[src/rtl/fdu_heartbeat.sv]
// Gray-code heartbeat transmitter for the FPGA watchdog's fdu input.
// Walks the 3-bit Gray sequence, holding each code STEP_CYCLES cycles, with stall and skip-inject controls.
module fdu_heartbeat #(
    parameter int STEP_CYCLES = 100000,
    parameter int CNT_W       = 24
) (
    input  logic       clk,
    input  logic       reset,
    input  logic       enable,
    input  logic       stall,
    input  logic       inject,
    output logic [2:0] fdu,
    output logic       lap,
    output logic       active,
    output logic       inject_pend
);

    typedef enum logic {
        IDLE = 1'b0,
        RUN  = 1'b1
    } state_t;

    localparam logic [CNT_W-1:0] CNT_TERM = CNT_W'(STEP_CYCLES - 1);

    state_t           state_q, state_d;
    logic [CNT_W-1:0] cnt_q, cnt_d;
    logic [2:0]       idx_q, idx_d;
    logic [2:0]       fdu_q, fdu_d;
    logic             lap_q, lap_d;
    logic             pend_q, pend_d;

    always_comb begin
        state_d = state_q;
        cnt_d   = cnt_q;
        idx_d   = idx_q;
        pend_d  = pend_q;
        lap_d   = 1'b0;
        case (state_q)
            IDLE: begin
                cnt_d  = '0;
                idx_d  = 3'd0;
                pend_d = 1'b0;
                if (enable) begin
                    state_d = RUN;
                end
            end
            RUN: begin
                if (!enable) begin
                    state_d = IDLE;
                    cnt_d   = '0;
                    idx_d   = 3'd0;
                    pend_d  = 1'b0;
                end else if (stall) begin
                    pend_d = pend_q | inject;
                end else if (cnt_q == CNT_TERM) begin
                    cnt_d = '0;
                    // A consumed request swallows a coincident pulse; otherwise a coincident pulse waits for the next advance.
                    if (pend_q) begin
                        idx_d  = idx_q + 3'd2;
                        pend_d = 1'b0;
                    end else begin
                        idx_d  = idx_q + 3'd1;
                        pend_d = inject;
                        lap_d  = (idx_q == 3'd7);
                    end
                end else begin
                    cnt_d  = cnt_q + 1'b1;
                    pend_d = pend_q | inject;
                end
            end
            default: begin
                state_d = IDLE;
                cnt_d   = '0;
                idx_d   = 3'd0;
                pend_d  = 1'b0;
            end
        endcase
        fdu_d = idx_d ^ (idx_d >> 1);
    end

    always_ff @(posedge clk) begin
        if (reset) begin
            state_q <= IDLE;
            cnt_q   <= '0;
            idx_q   <= 3'd0;
            fdu_q   <= 3'b000;
            lap_q   <= 1'b0;
            pend_q  <= 1'b0;
        end else begin
            state_q <= state_d;
            cnt_q   <= cnt_d;
            idx_q   <= idx_d;
            fdu_q   <= fdu_d;
            lap_q   <= lap_d;
            pend_q  <= pend_d;
        end
    end

    assign fdu         = fdu_q;
    assign lap         = lap_q;
    assign active      = (state_q == RUN);
    assign inject_pend = pend_q;

endmodule

[config.mk]
export PLATFORM = sky130hd
export DESIGN_NAME = fdu_heartbeat
export DESIGN_NICKNAME = d
export VERILOG_FILES = /design/src/rtl/fdu_heartbeat.sv
export SDC_FILE = /design/constraint.sdc
export NUM_CORES = 1
export LEC_CHECK = 0
export CORE_ASPECT_RATIO = 1.2
export CORE_UTILIZATION = 32
export DETAILED_ROUTE_END_ITERATION = 6
export MAX_ROUTING_LAYER = met4
export SLEW_MARGIN = 5
export SYNTH_ARGS = -nofsm -noshare
export SYNTH_HDL_FRONTEND = slang
export SYNTH_SLANG_ARGS = --single-unit
[constraint.sdc]
create_clock -name clk -period 5.5 [get_ports clk]
set_input_delay 1.65 -clock clk [delete_from_list [all_inputs] [get_ports clk]]
set_output_delay 1.65 -clock clk [all_outputs]
set_load 0.02 [all_outputs]
* Word-level counts from Yosys, hierarchy flattened
Index checks and enable logic that the tools add are counted.
** Cells by class
- Add/sub/neg operators :: 3
- Bitwise gates (word level) :: 5
- Reduce and logical (&&, ||, !) cells :: 1
- Muxes and demuxes :: 15
- Equal/unequal tests :: 3
** Operator list (number)
- $mux 24 :: 3
- $pmux 24 s2 :: 1
- $add 24x1->24 const B :: 1
- $eq 24x17->1 const B :: 1
- $mux 3 :: 4
- $pmux 3 s2 :: 1
- $reduce_or 6->1 :: 1
- $mux 1 :: 5
- $add 3x1->3 const B :: 1
- $add 3x2->3 const B :: 1
- $eq 3x3->1 const B :: 1
- $ne 3x3->1 const B :: 1
- $not 1->1 :: 3
- $xor 3x2->3 :: 1
- $pmux 1 s2 :: 1
- $or 1x1->1 :: 1
** Storage, ports and cells
- Output and inout bits :: 6
- Bits in registers :: 33
- Input bits :: 5
- Word-level logic and storage cells :: 33

* Longest topological paths before layout
Gate-level depths: netlist (run 1).
- Word-level depth :: 7
- Depth in mapped cells :: 7
- Depth with buffers taken out :: 6

* Least setup slack after synthesis (run 1)
Ideal clock, no wire load.
- Kind :: input -> register
- Start :: input enable
- End :: register cnt_q[20]
- Path slack :: 2.427 ns
- Stages :: 6
- Data required time :: 5.426 ns
- Setup time :: 0.074 ns
- Arrival time :: 2.999 ns
- Path buffers :: 1
- Cell sequence :: nand2_1 -> or2_2 -> buf_1 -> a211oi_1 -> o21ai_0 -> a31oi_1
** On the way
- Cells in the longest elaborated chain, start to end :: 2
- Elaborated cells between the ends (all ways) :: 3
- Those cells by class :: eq/ne (1); mux (2)
** RTL lines
- start: declaration :: line 9 : input logic enable,
- $mux 24 :: line 48 : if (!enable) begin
- $pmux 24 s2 :: line 38 : case (state_q)
- end signal: assignment :: line 91 : cnt_q <= cnt_d;
- end: declaration :: line 26 : logic [CNT_W-1:0] cnt_q, cnt_d;
Parallel ways exist; a longest one is shown, timed or not.
A chain may end at the register's enable or synchronous reset.

* Worst setup path after layout (run 1)
Ends and elaborated chain as after synthesis.

==> results of run 1 <==
## area by class of cell
cell class                      instances  area (sq um)
Fill cell                             505          3060
Multi-Input combinational cell        156           948
Timing Repair Buffer                   10           100
Inverter                                5          18.8
Tap cell                               60          75.1
Sequential cell                        32           641
Clock buffer                            7          96.3
## worst paths after layout
check | from | slack [ns] | cells after the start | to
worst max register to register | cnt_q[5] | 3.36 | 5 | fdu[1]
worst max-delay path | enable | 2.10 | 6 | cnt_q[20]
worst min-delay path | cnt_q[23] | 0.49 | 1 | cnt_q[23]
worst min register to register | cnt_q[23] | 0.49 | 1 | cnt_q[23]
## cell families (layout without fill, tap and decap cells)
group,count (synthesis),in the layout,synth area share (%)
AO/OA/AOI/OAI,26,26,9.37
multiplexers,1,1,0.610
flip-flops,32,32,39.0
XOR/XNOR,18,18,9.60
buffers and inverters,11,22,3.20
AND/OR/NAND/NOR,108,108,35.9
adder cells (fa/ha/maj),3,3,2.29
## worst max-delay path, stage by stage
cell and delay, ns:
clkdlybuf4s50_1 0.49, nand2_1 0.07, or2_2 0.37, a211oi_1 0.64, o21ai_0 0.19, a31oi_1 0.19
## flip-flops by register name, summed over array words and instances (netlist names)
| register | cells |
|---|---|
| inject_pend | 1 |
| idx_q | 3 |
| cnt_q | 24 |
| active | 1 |
| lap | 1 |
| fdu | 2 |
## synthesized netlist by cell type
library cell	instances
nor4b_1	2
nor2_1	29
ha_1	3
and3_1	4
o21ai_0	5
a211oi_1	2
or4_1	2
nor3_1	8
nor2b_1	3
xor2_1	4
buf_1	1
buf_4	1
nor4_2	1
nand4_1	9
xnor2_1	14
a32oi_1	1
or4b_1	1
or3_4	2
mux2i_1	1
nand2b_1	1
a41oi_1	1
nor4_1	5
clkbuf_1	3
nand2_1	18
or3b_2	1
and4_1	4
inv_1	5
a31oi_1	9
or2_2	2
nand3b_1	2
dfxtp_1	32
or3_1	2
nor3b_1	1
nand3_1	9
buf_6	1
a21oi_1	8
nand2_4	1
nor3_2	1
## layer usage
metal / GRT usage, % / vias up / part of all wire, %
met4: 6.81 / 0 / 1.9
li1: - / 739 / -
met3: 3.84 / 5 / 3.3
met2: 23.8 / 22 / 46
met5: - / - / 0
met1: 17.3 / 632 / 49
## through the flow
stage	instances	setup WS [ns]	cell area, sq um	total power (uW)
final	270	2.10	1880	441
after global routing	270	1.88	1880	460
after CTS	270	2.10	1880	448
after detailed placement	263	1.79	1780	249
after global placement	263	1.87	1780	249
after floorplan	199	2.43	1640	244
## where the power goes
| group | switching (uW) | internal (uW) |
|---|---|---|
| logic | 5.97 | 4.79 |
| registers | 0.768 | 232 |
| clock network | 85.5 | 111 |
| total | 92.3 | 348 |
==> impl_metrics.csv, run 1 <==
group,metric,value,unit
clock_network,cts_resized,0,
grt,grt_max_degree,18,
grt,grt_pass1_wl,5910,um
yosys,netlist_area,1640,sq um
drt,drt-pass1-iter-count,4,
drt,drtIter0Drc,136,
grt,overflow,0,
clock_network,cts_num_sinks,32,
yosys,ys_warn_count,0,
yosys,synth.distinct_cells,38,
sta,relSlewSlack,48.3,%
yosys,syn_inst,199,
floorplanning,die_y,80.5,um
final_layout,syn_to_final_growth,14.5,%
drt,wl_per_cell,12.6,um
yosys,ys_seq_elements,32,
final_layout,layout.cells.most_common,"dfxtp_1",
yosys,avgSynthCellArea,8.25,sq um
yosys,synthTopCellsByArea,"dfxtp_1, xnor2_1, nor2_1",
drt,wl,3420,um
sta,tightestPinTransition,0.771,ns
sta,finalHoldViolations,0,
floorplanning,pin_count,11,
floorplanning,start_util,33.2,%
final_layout,post-route-util,38.0,%
run_status,status,"completed",
grt,grt_antenna_before_repair,0,
sta,setup-violations-final,0,
drt,final_antenna_net_count,0,
place,dp_hpwl,2440,um
floorplanning,fp.coreArea,4940,sq um
power,p_leak,0.000527,uW
clock_network,h-tree-depth,2,
setup_path,worst_setup_path_start_kind,"input pin",
sta,maxSlewViolCount,0,
floorplanning,fp.dieArea,5420,sq um
yosys,ys_seq_area_share,39.0,%
sta,finClkSkew,0.00828,ns
sta,rsz0062_at_grt,"no",
sta,layout_min_cycle_time,3.40,ns
clock_network,root_buffer,"clkbuf_8",
sta,holdWs,0.494,ns
floorplanning,num_rows,28,
yosys,synth_top_area_share,39.0,%
setup_path,criticalPathCategory,"input pin to flop",
setup_path,cp_data_arrival_time,3.61,ns
grt,grt_util_all_layers,14.9,%
worst_hold_path,hold_class,"flop to flop",
setup_path,crit_required,5.72,ns
clock_network,cts_setup_buffers,0,
final_layout,finish.net_count,218,
setup_path,cp_max_fo,9,
clock_network,cts_made_buffers,5,
place,gp_congestion,0.817,
power,vdd_drop_max,0.0971,mV
clock_network,cts_max_path_buffers,2,
drt,drc,0,
grt,grt_pass1_vias,1291,
power,power.density,235,nW/um^2
drt,routed-via-count,1398,
yosys,yosys.area.top_type,"dfxtp_1",
sta,fmax,294,MHz
yosys,synthesis.nets,207,
flow_run,drv_cap,0,
clock_network,insertion_delay,0.29,ns
clock_network,path_clk_slew,0.06,ns
floorplanning,dieWidth,67.4,um
sta,fin_tns_setup,0,ns
final_layout,drive_above_1_share,7.14,%
clock_network,cts_hold_buf,0,
final_layout,mostFrequentLayoutCells,"dfxtp_1, nor2_1, nand2_1",
drt,viasPerCell,5.18,
setup_path,end_kind,"flop",
place,io_buffer_count,10,
final_layout,n_antenna_cell,0,
clock_network,cts_tree,"yes",
sta,finalCritPeriodShare,61.8,%
No activity file was read; power rests on OpenSTA's default activity.
==> run 2, diff against run 1 <==
==> constraint.sdc (replaced) <==
create_clock -name clk -period 2.95 [get_ports clk]
set_input_delay 0.885 -clock clk [delete_from_list [all_inputs] [get_ports clk]]
set_output_delay 0.885 -clock clk [all_outputs]
set_load 0.02 [all_outputs]
==> impl_metrics.csv, run 2 (synthesis gave the netlist of run 1 again) <==
group,metric,value,unit
sta,fmax,421,MHz
setup_path,cpPeakStageDelay,0.67,ns
final_layout,multi_input_area,948,sq um
final_layout,syn_to_final_growth,18.1,%
run_status,status,"completed",
clock_network,cts_resized,0,
final_layout,drive_above_1_share,9.30,%
clock_network,cts_made_buffers,5,
power,p_switching,180,uW
floorplanning,start_util,33.2,%
drt,final_antenna_net_count,0,
sta,finalHoldViolations,0,
drt,wl_per_cell,12.7,um
floorplanning,fp.coreArea,4940,sq um
power,clock_power_share,50.4,%
setup_path,crit_slowest_cell,"clkdlybuf4s50_1",
sta,layout_min_cycle_time,2.37,ns
drt,viasPerCell,5.35,
worst_hold_path,hold_class,"flop to flop",
setup_path,worst_setup_path_start_kind,"flop",
sta,relSlewSlack,66.8,%
setup_path,cp-startpoint,"inject_pend",
grt,overflow,0,
clock_network,cts_setup_buffers,0,
power,p_comb_share,2.4,%
place,dp_hpwl,2530,um
grt,grt_max_degree,18,
drt,routed-via-count,1472,
sta,holdWs,0.494,ns
drt,drc,0,
sta,rsz0062_at_grt,"no",
floorplanning,dieWidth,67.4,um
place,io_buffer_count,10,
final_layout,mostFrequentLayoutCells,"dfxtp_1, nor2_1, nand2_1",
power,pwr-share-seq,47.2,%
setup_path,cp_data_arrival_time,1.49,ns
final_layout,n_fill_cell,512,
final_layout,top_register,"cnt_q",
clock_network,insertion_delay,0.29,ns
setup_path,path_cells,"clkdlybuf4s50_1",
sta,fin_ws,0.576,ns
final_layout,n_antenna_cell,0,
clock_network,cts_tree,"yes",
power,vdd_drop_max,0.167,mV
setup_path,cp_max_fo,11,
floorplanning,num_rows,28,
sta,finalCritPeriodShare,80.5,%
setup_path,path_delay_family,"buffers and inverters",
clock_network,path_clk_slew,0.07,ns
clock_network,h-tree-depth,2,
drt,drt-pass1-iter-count,4,
final_layout,layout.cells.most_common,"dfxtp_1",
power,internal-power,741,uW
clock_network,cts_num_sinks,32,
drt,wl,3500,um
sta,tightestPinTransition,0.492,ns
floorplanning,pin_count,11,
grt,grt_antenna_before_repair,0,
setup_path,rr_startpoint,"cnt_q[5]",
drt,drtIter0Drc,74,
setup_path,end_kind,"primary output",
sta,finClkSkew,0.00678,ns
flow_run,drv_cap,0,
sta,setup-violations-final,0,
floorplanning,die_y,80.5,um
grt,grt_pass1_wl,6110,um
sta,fin_tns_setup,0,ns
setup_path,worst-path-buf-inv,1,
grt,grt_pass1_vias,1371,
place,gp_congestion,0.811,
floorplanning,fp.dieArea,5420,sq um
grt,grt_util_all_layers,15.4,%
clock_network,root_buffer,"clkbuf_8",
setup_path,criticalPathCategory,"flop to primary output",
setup_path,crit_required,2.07,ns
clock_network,cts_max_path_buffers,2,
sta,maxSlewViolCount,0,
place,place_ws,0.411,ns
final_layout,finish.net_count,222,
final_layout,regArea,641,sq um
worst_hold_path,hp-start,"cnt_q[23]",
power,sw_frac_of_total,19.5,%
clock_network,cts_hold_buf,0,
final_layout,largest_register_ffs,24,
power,power.density,475,nW/um^2
power,p_leak,0.000559,uW
## run 2: power by group through the flow
stage / clock, uW / sequential (uW) / combinational [uW]
floorplan: 0 / 445 / 9.92
global placement: 0 / 444 / 22.2
detailed placement: 0 / 444 / 22.3
CTS: 474 / 434 / 22.5
global route: 498 / 434 / 24.8
finish: 465 / 435 / 22.2
## run 2: final cells by class
type | count | area share [%]
clock inverter | 1 | 1.55
timing repair buffer | 14 | 6.71
sequential | 32 | 33.0
multi-input combinational | 156 | 48.9
inverter | 5 | 0.968
tap | 60 | 3.87
clock buffer | 7 | 4.97
## run 2: worst paths after layout
path / depth (start not counted) / slack (ns) / to
min reg2reg: 1 / 0.49 / cnt_q[23]
max: 1 / 0.58 / inject_pend
max reg2reg: 5 / 0.81 / idx_q[2]
min: 1 / 0.49 / cnt_q[23]
## run 2: per-layer routing
metal  track usage [%]  wire length [um]  share of wire [%]  up-vias
met4              5.53                46                1.3        0
met1              18.2              1700                 49      693
met2              24.7              1610                 46       25
met5                 -                 0                  0        -
met3              4.26               131                3.7        6
li1                  -                 -                  -      748
## run 2: stage by stage
step                utilization (%)  power [uW]  instance area (sq um)  cells
floorplan                         -         455                   1640    199
global placement               36.7         467                   1810    267
detailed placement             36.7         467                   1810    267
CTS                            39.3         931                   1940    275
global route                   39.3         957                   1940    275
finish                         39.3         922                   1940    275
